$ cat src/rtl/serial_cmd_master_pkg.sv
// Shared types and constants for the serial command master.
// Holds the FSM state encoding, processor opcodes, size limits and byte helpers.
package serial_cmd_master_pkg;

   typedef enum logic [2:0] {
      ST_IDLE    = 3'd0,
      ST_TX_WAIT = 3'd1,
      ST_TX_GAP  = 3'd2,
      ST_RX      = 3'd3,
      ST_DONE    = 3'd4,
      ST_TMO     = 3'd5
   } state_t;

   localparam logic [7:0] OP_FW_VERSION  = 8'd0;
   localparam logic [7:0] OP_SET_COINC   = 8'd1;
   localparam logic [7:0] OP_SET_PRESCALE = 8'd7;
   localparam logic [7:0] OP_READ_HIST   = 8'd10;
   localparam logic [7:0] OP_SET_MASK    = 8'd14;
   localparam logic [7:0] OP_READ_CLOCK  = 8'd16;

   localparam int MAX_ARGS = 8;
   localparam int MAX_RESP = 32;

   function automatic logic [3:0] clamp_nargs(input logic [3:0] n);
      return (n > 4'(MAX_ARGS)) ? 4'(MAX_ARGS) : n;
   endfunction

   function automatic logic [5:0] clamp_nresp(input logic [5:0] n);
      return (n > 6'(MAX_RESP)) ? 6'(MAX_RESP) : n;
   endfunction

   // Wire byte idx: 0 is the opcode, idx k>0 is argument byte k-1.
   function automatic logic [7:0] tx_byte(input logic [7:0] opcode,
                                          input logic [63:0] args,
                                          input logic [3:0] idx);
      logic [7:0] b;
      b = opcode;
      for (int k = 0; k < MAX_ARGS; k++) begin
         if (idx == 4'(k + 1)) b = args[8*k +: 8];
      end
      return b;
   endfunction

endpackage

$ cat src/rtl/serial_cmd_master_timer.sv
// Response inactivity timer: counts enabled cycles since the last clear.
// expire_o fires on the cycle the count would reach TIMEOUT_CYCLES-1; clear always wins.
module serial_timeout_timer #(
   parameter int TIMEOUT_CYCLES = 1000000
) (
   input  logic clk,
   input  logic rst_n,
   input  logic clr_i,
   input  logic en_i,
   output logic expire_o
);
   localparam int CW = $clog2(TIMEOUT_CYCLES);

   logic [CW-1:0] cnt_q, cnt_d;

   assign expire_o = en_i && !clr_i && (cnt_q == CW'(TIMEOUT_CYCLES - 2));

   always_comb begin
      cnt_d = cnt_q;
      if (clr_i)     cnt_d = '0;
      else if (en_i) cnt_d = cnt_q + CW'(1);
   end

   always_ff @(posedge clk or negedge rst_n) begin
      if (!rst_n) cnt_q <= '0;
      else        cnt_q <= cnt_d;
   end

endmodule

$ cat src/rtl/serial_cmd_master.sv
// Sends opcode + argument bytes to a UART transmitter, then collects a fixed-length reply.
// txStart is combinational on txBusy so the first byte can leave one cycle after accept.
module serial_cmd_master
   import serial_cmd_master_pkg::*;
#(
   parameter int TIMEOUT_CYCLES = 1000000
) (
   input  logic         clk,
   input  logic         rst_n,
   input  logic         cmd_valid,
   output logic         cmd_ready,
   input  logic [7:0]   cmd_opcode,
   input  logic [3:0]   cmd_nargs,
   input  logic [63:0]  cmd_args,
   input  logic [5:0]   cmd_nresp,
   input  logic         txBusy,
   output logic         txStart,
   output logic [7:0]   txData,
   input  logic         rxReady,
   input  logic [7:0]   rxData,
   output logic         resp_valid,
   output logic         resp_timeout,
   output logic [255:0] resp_data,
   output logic [5:0]   resp_count,
   output logic         busy
);
   state_t         state_q, state_d;
   logic [7:0]     opcode_q;
   logic [63:0]    args_q;
   logic [3:0]     nargs_q;
   logic [5:0]     nresp_q;
   logic [3:0]     tx_idx_q;
   logic [7:0]     tx_data_q;
   logic [255:0]   resp_data_q, resp_data_d;
   logic [5:0]     resp_count_q, resp_count_d;
   logic           accept, tx_fire, rx_fire, rx_last;
   logic           tmr_clr, tmr_en, tmr_expire;

   assign accept  = cmd_valid && (state_q == ST_IDLE);
   assign tx_fire = (state_q == ST_TX_WAIT) && !txBusy;
   assign rx_fire = (state_q == ST_RX) && rxReady;
   assign rx_last = rx_fire && ((resp_count_q + 6'd1) == nresp_q);
   assign tmr_en  = (state_q == ST_RX);
   assign tmr_clr = !tmr_en || rxReady;

   serial_timeout_timer #(
      .TIMEOUT_CYCLES(TIMEOUT_CYCLES)
   ) u_timer (
      .clk      (clk),
      .rst_n    (rst_n),
      .clr_i    (tmr_clr),
      .en_i     (tmr_en),
      .expire_o (tmr_expire)
   );

   always_ff @(posedge clk or negedge rst_n) begin
      if (!rst_n) state_q <= ST_IDLE;
      else        state_q <= state_d;
   end

   always_comb begin
      state_d = state_q;
      case (state_q)
         ST_IDLE:    if (accept) state_d = ST_TX_WAIT;
         ST_TX_WAIT: if (tx_fire) state_d = ST_TX_GAP;
         ST_TX_GAP: begin
            // tx_idx_q counts bytes already sent; 1+nargs go out in total
            if (tx_idx_q <= nargs_q)  state_d = ST_TX_WAIT;
            else if (nresp_q != 6'd0) state_d = ST_RX;
            else                      state_d = ST_DONE;
         end
         ST_RX: begin
            if (rx_last)         state_d = ST_DONE;
            else if (tmr_expire) state_d = ST_TMO;
         end
         ST_DONE:    state_d = ST_IDLE;
         ST_TMO:     state_d = ST_IDLE;
         default:    state_d = ST_IDLE;
      endcase
   end

   always_comb begin
      cmd_ready    = 1'b0;
      busy         = 1'b1;
      txStart      = 1'b0;
      resp_valid   = 1'b0;
      resp_timeout = 1'b0;
      case (state_q)
         ST_IDLE: begin
            cmd_ready = 1'b1;
            busy      = 1'b0;
         end
         ST_TX_WAIT: txStart      = !txBusy;
         ST_DONE:    resp_valid   = 1'b1;
         ST_TMO:     resp_timeout = 1'b1;
         default: ;
      endcase
      txData = txStart ? tx_byte(opcode_q, args_q, tx_idx_q) : tx_data_q;
   end

   always_comb begin
      resp_data_d  = resp_data_q;
      resp_count_d = resp_count_q;
      if (accept) begin
         resp_data_d  = '0;
         resp_count_d = '0;
      end else if (rx_fire) begin
         resp_data_d[{resp_count_q[4:0], 3'b000} +: 8] = rxData;
         resp_count_d = resp_count_q + 6'd1;
      end
   end

   always_ff @(posedge clk or negedge rst_n) begin
      if (!rst_n) begin
         opcode_q     <= '0;
         args_q       <= '0;
         nargs_q      <= '0;
         nresp_q      <= '0;
         tx_idx_q     <= '0;
         tx_data_q    <= '0;
         resp_data_q  <= '0;
         resp_count_q <= '0;
      end else begin
         if (accept) begin
            opcode_q <= cmd_opcode;
            args_q   <= cmd_args;
            nargs_q  <= clamp_nargs(cmd_nargs);
            nresp_q  <= clamp_nresp(cmd_nresp);
            tx_idx_q <= '0;
         end else if (tx_fire) begin
            tx_idx_q  <= tx_idx_q + 4'd1;
            tx_data_q <= txData;
         end
         resp_data_q  <= resp_data_d;
         resp_count_q <= resp_count_d;
      end
   end

   assign resp_data  = resp_data_q;
   assign resp_count = resp_count_q;

endmodule

$ cat config.mk
export PLATFORM = sky130hd
export DESIGN_NAME = serial_cmd_master
export DESIGN_NICKNAME = d
export VERILOG_FILES = /design/src/rtl/serial_cmd_master_pkg.sv /design/src/rtl/serial_cmd_master_timer.sv /design/src/rtl/serial_cmd_master.sv
export SDC_FILE = /design/constraint.sdc
export NUM_CORES = 1
export LEC_CHECK = 0
export CAP_MARGIN = 25
export CORE_ASPECT_RATIO = 0.5
export CORE_MARGIN = 4
export CORE_UTILIZATION = 30
export DETAILED_ROUTE_END_ITERATION = 6
export SETUP_SLACK_MARGIN = 0.1
export SLEW_MARGIN = 20
export SYNTH_ARGS = -nofsm -noshare
export SYNTH_HDL_FRONTEND = slang
export SYNTH_SLANG_ARGS = --single-unit
export TNS_END_PERCENT = 30
$ cat constraint.sdc
create_clock -name clk -period 3.2 [get_ports clk]
set_clock_uncertainty 0.2 [all_clocks]
set_input_delay 0.48 -clock clk [delete_from_list [all_inputs] [get_ports clk]]
set_output_delay 0.48 -clock clk [all_outputs]
set_load 0.03 [all_outputs]
==> run_results.csv <==
group,metric,value,unit
cells_and_area,layout.cells.non_filler,3003,
cts,clk_pin_slew,60,ps
drt,num_vias,14900,
place,post-dp-hpwl,41.7,mm
synthesis,yosysSeqAreaShare,55.2,%
place,place_inst,2918,
drt,vias_per_cell,4.98,
critical_path,start_kind,"flip-flop",
cts,cts_buffers,39,
place,port_buffers,369,
die,placementRows,61,
timing,hold_violations,0,
global_routing,grt-ovfl-total,0,
timing,fmax,315,MHz
global_routing,antenna_found_initial,0,
worst_hold_path,min_path_type,"in -> reg",
power_and_ir_drop,leakagePower,10.1,nW
die,start_util,30.6,%
global_routing,grt_util_met1,23.7,%
timing,tightest_slew,814,ps
cells_and_area,fill_cells,5404,
critical_path,crit_path_max_incr_delay,420,ps
drt,wl_per_cell,20.2,um
cells_and_area,multi_input_area,0.00741,mm^2
critical_path,crit_path_start,"tx_idx_q[0]",
timing,maxSlewHeadroom,45.3,%
synthesis,synthCells,1856,
critical_path,crit_required,2520,ps
timing,period_needed,3170,ps
cts,cts_max_level,2,
synthesis,netlist-cell-type-count,59,
critical_path,crit_fanout,7,
critical_path,crit_cells,8,
critical_path,reg2reg_setup_slack,410,ps
worst_hold_path,holdPathEnd,"args_q[52]",
synthesis,yosysWarnings,0,
synthesis,synth_edf_count,0,
critical_path,crit_type,"reg -> out",
synthesis,synth-seq-cells,379,
critical_path,cp_top_family,"compound AO/OA/AOI/OAI gates",
cts,cts_root_buffer,"clkbuf_16",
cells_and_area,regArea,0.00949,mm^2
critical_path,worstRegToRegCells,7,
critical_path,cp.arrival,2490,ps
cts,cts.path.max_buffers,3,
timing,grt_setup_unrepaired,"yes",
drt,dr.pass1.iters,5,
die,die_h,177,um
drt,wl,60.5,mm
drt,drtIter0Drc,1186,
critical_path,cp_common_cell,"buf_6",
die,io_pins,370,
critical_path,cp-end-kind,"output pin",
cells_and_area,final_util,42.5,%
cells_and_area,drive_gt1_share,11.1,%
global_routing,grt_max_degree,78,
cts,clock_sinks,379,
critical_path,slowest_stage,"dfrtp_1",
worst_hold_path,holdPathStages,3,
critical_path,rr_endpoint,"resp_data[148]",
cts,cts_tree,"built",
drt,ant_nets,0,
critical_path,cp_cell_sequence,"buf_6 -> ha_4 -> nor2_4 -> o21ai_2 -> a221oi_2 -> o22ai_2 -> a21oi_2 -> buf_6",
flow_run,cap_viol_max_count,0,
synthesis,synthFlopType,"dfrtp_1",
global_routing,grt_pass1_vias,14900,
synthesis,async_flop_share,100,%
power_and_ir_drop,ir_drop,400,uV
run_status,status,"finished, final reports clean",
global_routing,grtUsageMet3,3.06,%
synthesis,synth.most_common_cell,"dfrtp_1",
cells_and_area,nets,2328,
place,place_congestion,0.844,
die,core,0.0561,mm^2
timing,fin_crit_sh,99.2,%
timing,setup_violations,0,
synthesis,synth_area_leaders,"dfrtp_1 (55%), nand2_1 (8.0%), nand3_1 (5.4%)",
worst_hold_path,worstHoldStart,"cmd_args[52]",
synthesis,syn_area,0.0172,mm^2
global_routing,gr-max-usage-layer,"met2",
global_routing,track_usage,19.1,%
synthesis,synth_nets,1966,
timing,slew_viol_final,0,
global_routing,grt_use_met2,33.7,%
synthesis,synth_top_cell_by_area,"dfrtp_1",
synthesis,synth_common_cells,"dfrtp_1 (379), nand2_1 (367), nand3_1 (184)",
cells_and_area,diodes,0,
synthesis,avgSynthCellArea,9.25,um^2
die,die_area,0.0614,mm^2
global_routing,grt_pass1_wl,91.9,mm
synthesis,yosysTopAreaCellShare,55.2,%
drt,drc_errors,0,
critical_path,crit-reg2reg-launch,"resp_count[0]",
power_and_ir_drop,powerDensity,678,mW/mm^2
cells_and_area,area_growth,38.8,%
die,die_w,346,um
critical_path,cp.buffers_inverters,2,
cts,insertion_delay,550,ps
[metrics by stage]
stage | hold slack, ps | TNS (ps) | setup slack (ps) | cell area [um^2] | total power [mW]
after floorplan | -15.6 | 0 | 165 | 17200 | 8.89
after global placement | 255 | -1.17 | -1.17 | 22000 | 10.7
after detailed placement | 261 | -54.2 | -54.2 | 22000 | 10.8
after CTS | 233 | 0 | 9.89 | 23600 | 16.0
after global routing | 240 | -461 | -108 | 23800 | 17.1
final | 266 | 0 | 25.1 | 23800 | 16.2
[state kept, by name, summed over array words and instances (netlist names)]
register,flops
u_timer.cnt_q,20
resp_data,256
args_q,64
tx_data_q,8
state_q,3
nresp_q,6
opcode_q,8
nargs_q,4
resp_count,6
tx_idx_q,4
[worst register-to-register path: stages (launching register included)]
cell	delay (ps)
dfrtp_1	350
inv_1	90
ha_1	330
nor3b_1	190
o21ai_1	670
and2_1	520
nor2_4	160
mux2i_1	170
[metal layers]
layer | share of wire (%) | vias to the layer above
met5 | 0 | -
li1 | - | 7056
met1 | 41 | 7371
met4 | 3.8 | 0
met3 | 4.2 | 112
met2 | 51 | 401
[how the worst max path moves through the flow]
stage,end,slack [ps]
6_report,txData[1],30
4_1_cts,txData[1],10
3_5_place_dp,txData[1],-50
2_1_floorplan,resp_data[157],170
5_1_grt,txData[7],-110
3_3_place_gp,txData[1],-1
[cells in the final DEF (no fill, tap or decap), types with 9 or more instances in the layout]
| cell | n |
|---|---|
| a21oi_1 | 108 |
| a21oi_2 | 14 |
| and2_1 | 10 |
| buf_12 | 16 |
| buf_4 | 71 |
| clkbuf_1 | 9 |
| clkbuf_16 | 42 |
| clkdlybuf4s50_1 | 359 |
| dfrtp_1 | 376 |
| ha_1 | 11 |
| inv_1 | 26 |
| mux2i_1 | 88 |
| nand2_1 | 365 |
| nand2b_1 | 19 |
| nand3_1 | 184 |
| nand3b_1 | 10 |
| nor2_1 | 131 |
| nor3_1 | 11 |
| o21ai_0 | 170 |
| o21ai_1 | 17 |
| o22ai_1 | 11 |
| o22ai_2 | 12 |
| xnor2_1 | 17 |
| xor2_1 | 11 |
[area by class of cell]
class | count | area share [%]
Multi-Input combinational cell | 1311 | 31.1
Timing Repair Buffer | 457 | 19.2
Tap cell | 756 | 3.97
Clock buffer | 55 | 4.74
Inverter | 30 | 0.488
Clock inverter | 15 | 0.635
Sequential cell | 379 | 39.8
[power breakdown]
part	leakage [nW]	switching, mW	total (mW)	internal [mW]
registers	5.14	0.496	5.95	5.45
clock network	0.626	1.99	4.63	2.64
logic	4.38	3.49	5.59	2.10
total	10.1	5.97	16.2	10.2
[cells by family after synthesis]
kind of cell | share of synthesized area (%)
AO/OA/AOI/OAI | 11.9
XOR/XNOR | 1.43
adder cells (fa/ha/maj) | 1.09
buffers and inverters | 3.80
flip-flops | 55.2
multiplexers | 5.28
AND/OR/NAND/NOR | 21.3
[repair_timing]
action	4_1_cts	5_1_grt
hold endpoints to repair	70	0
hold buffers	1	0
pin swaps	18	20
buffers inserted	9	4
gates cloned	0	1
endpoints found under the setup margin	8	10
resized for setup	66	28
Power figures use the tool's default switching activity.
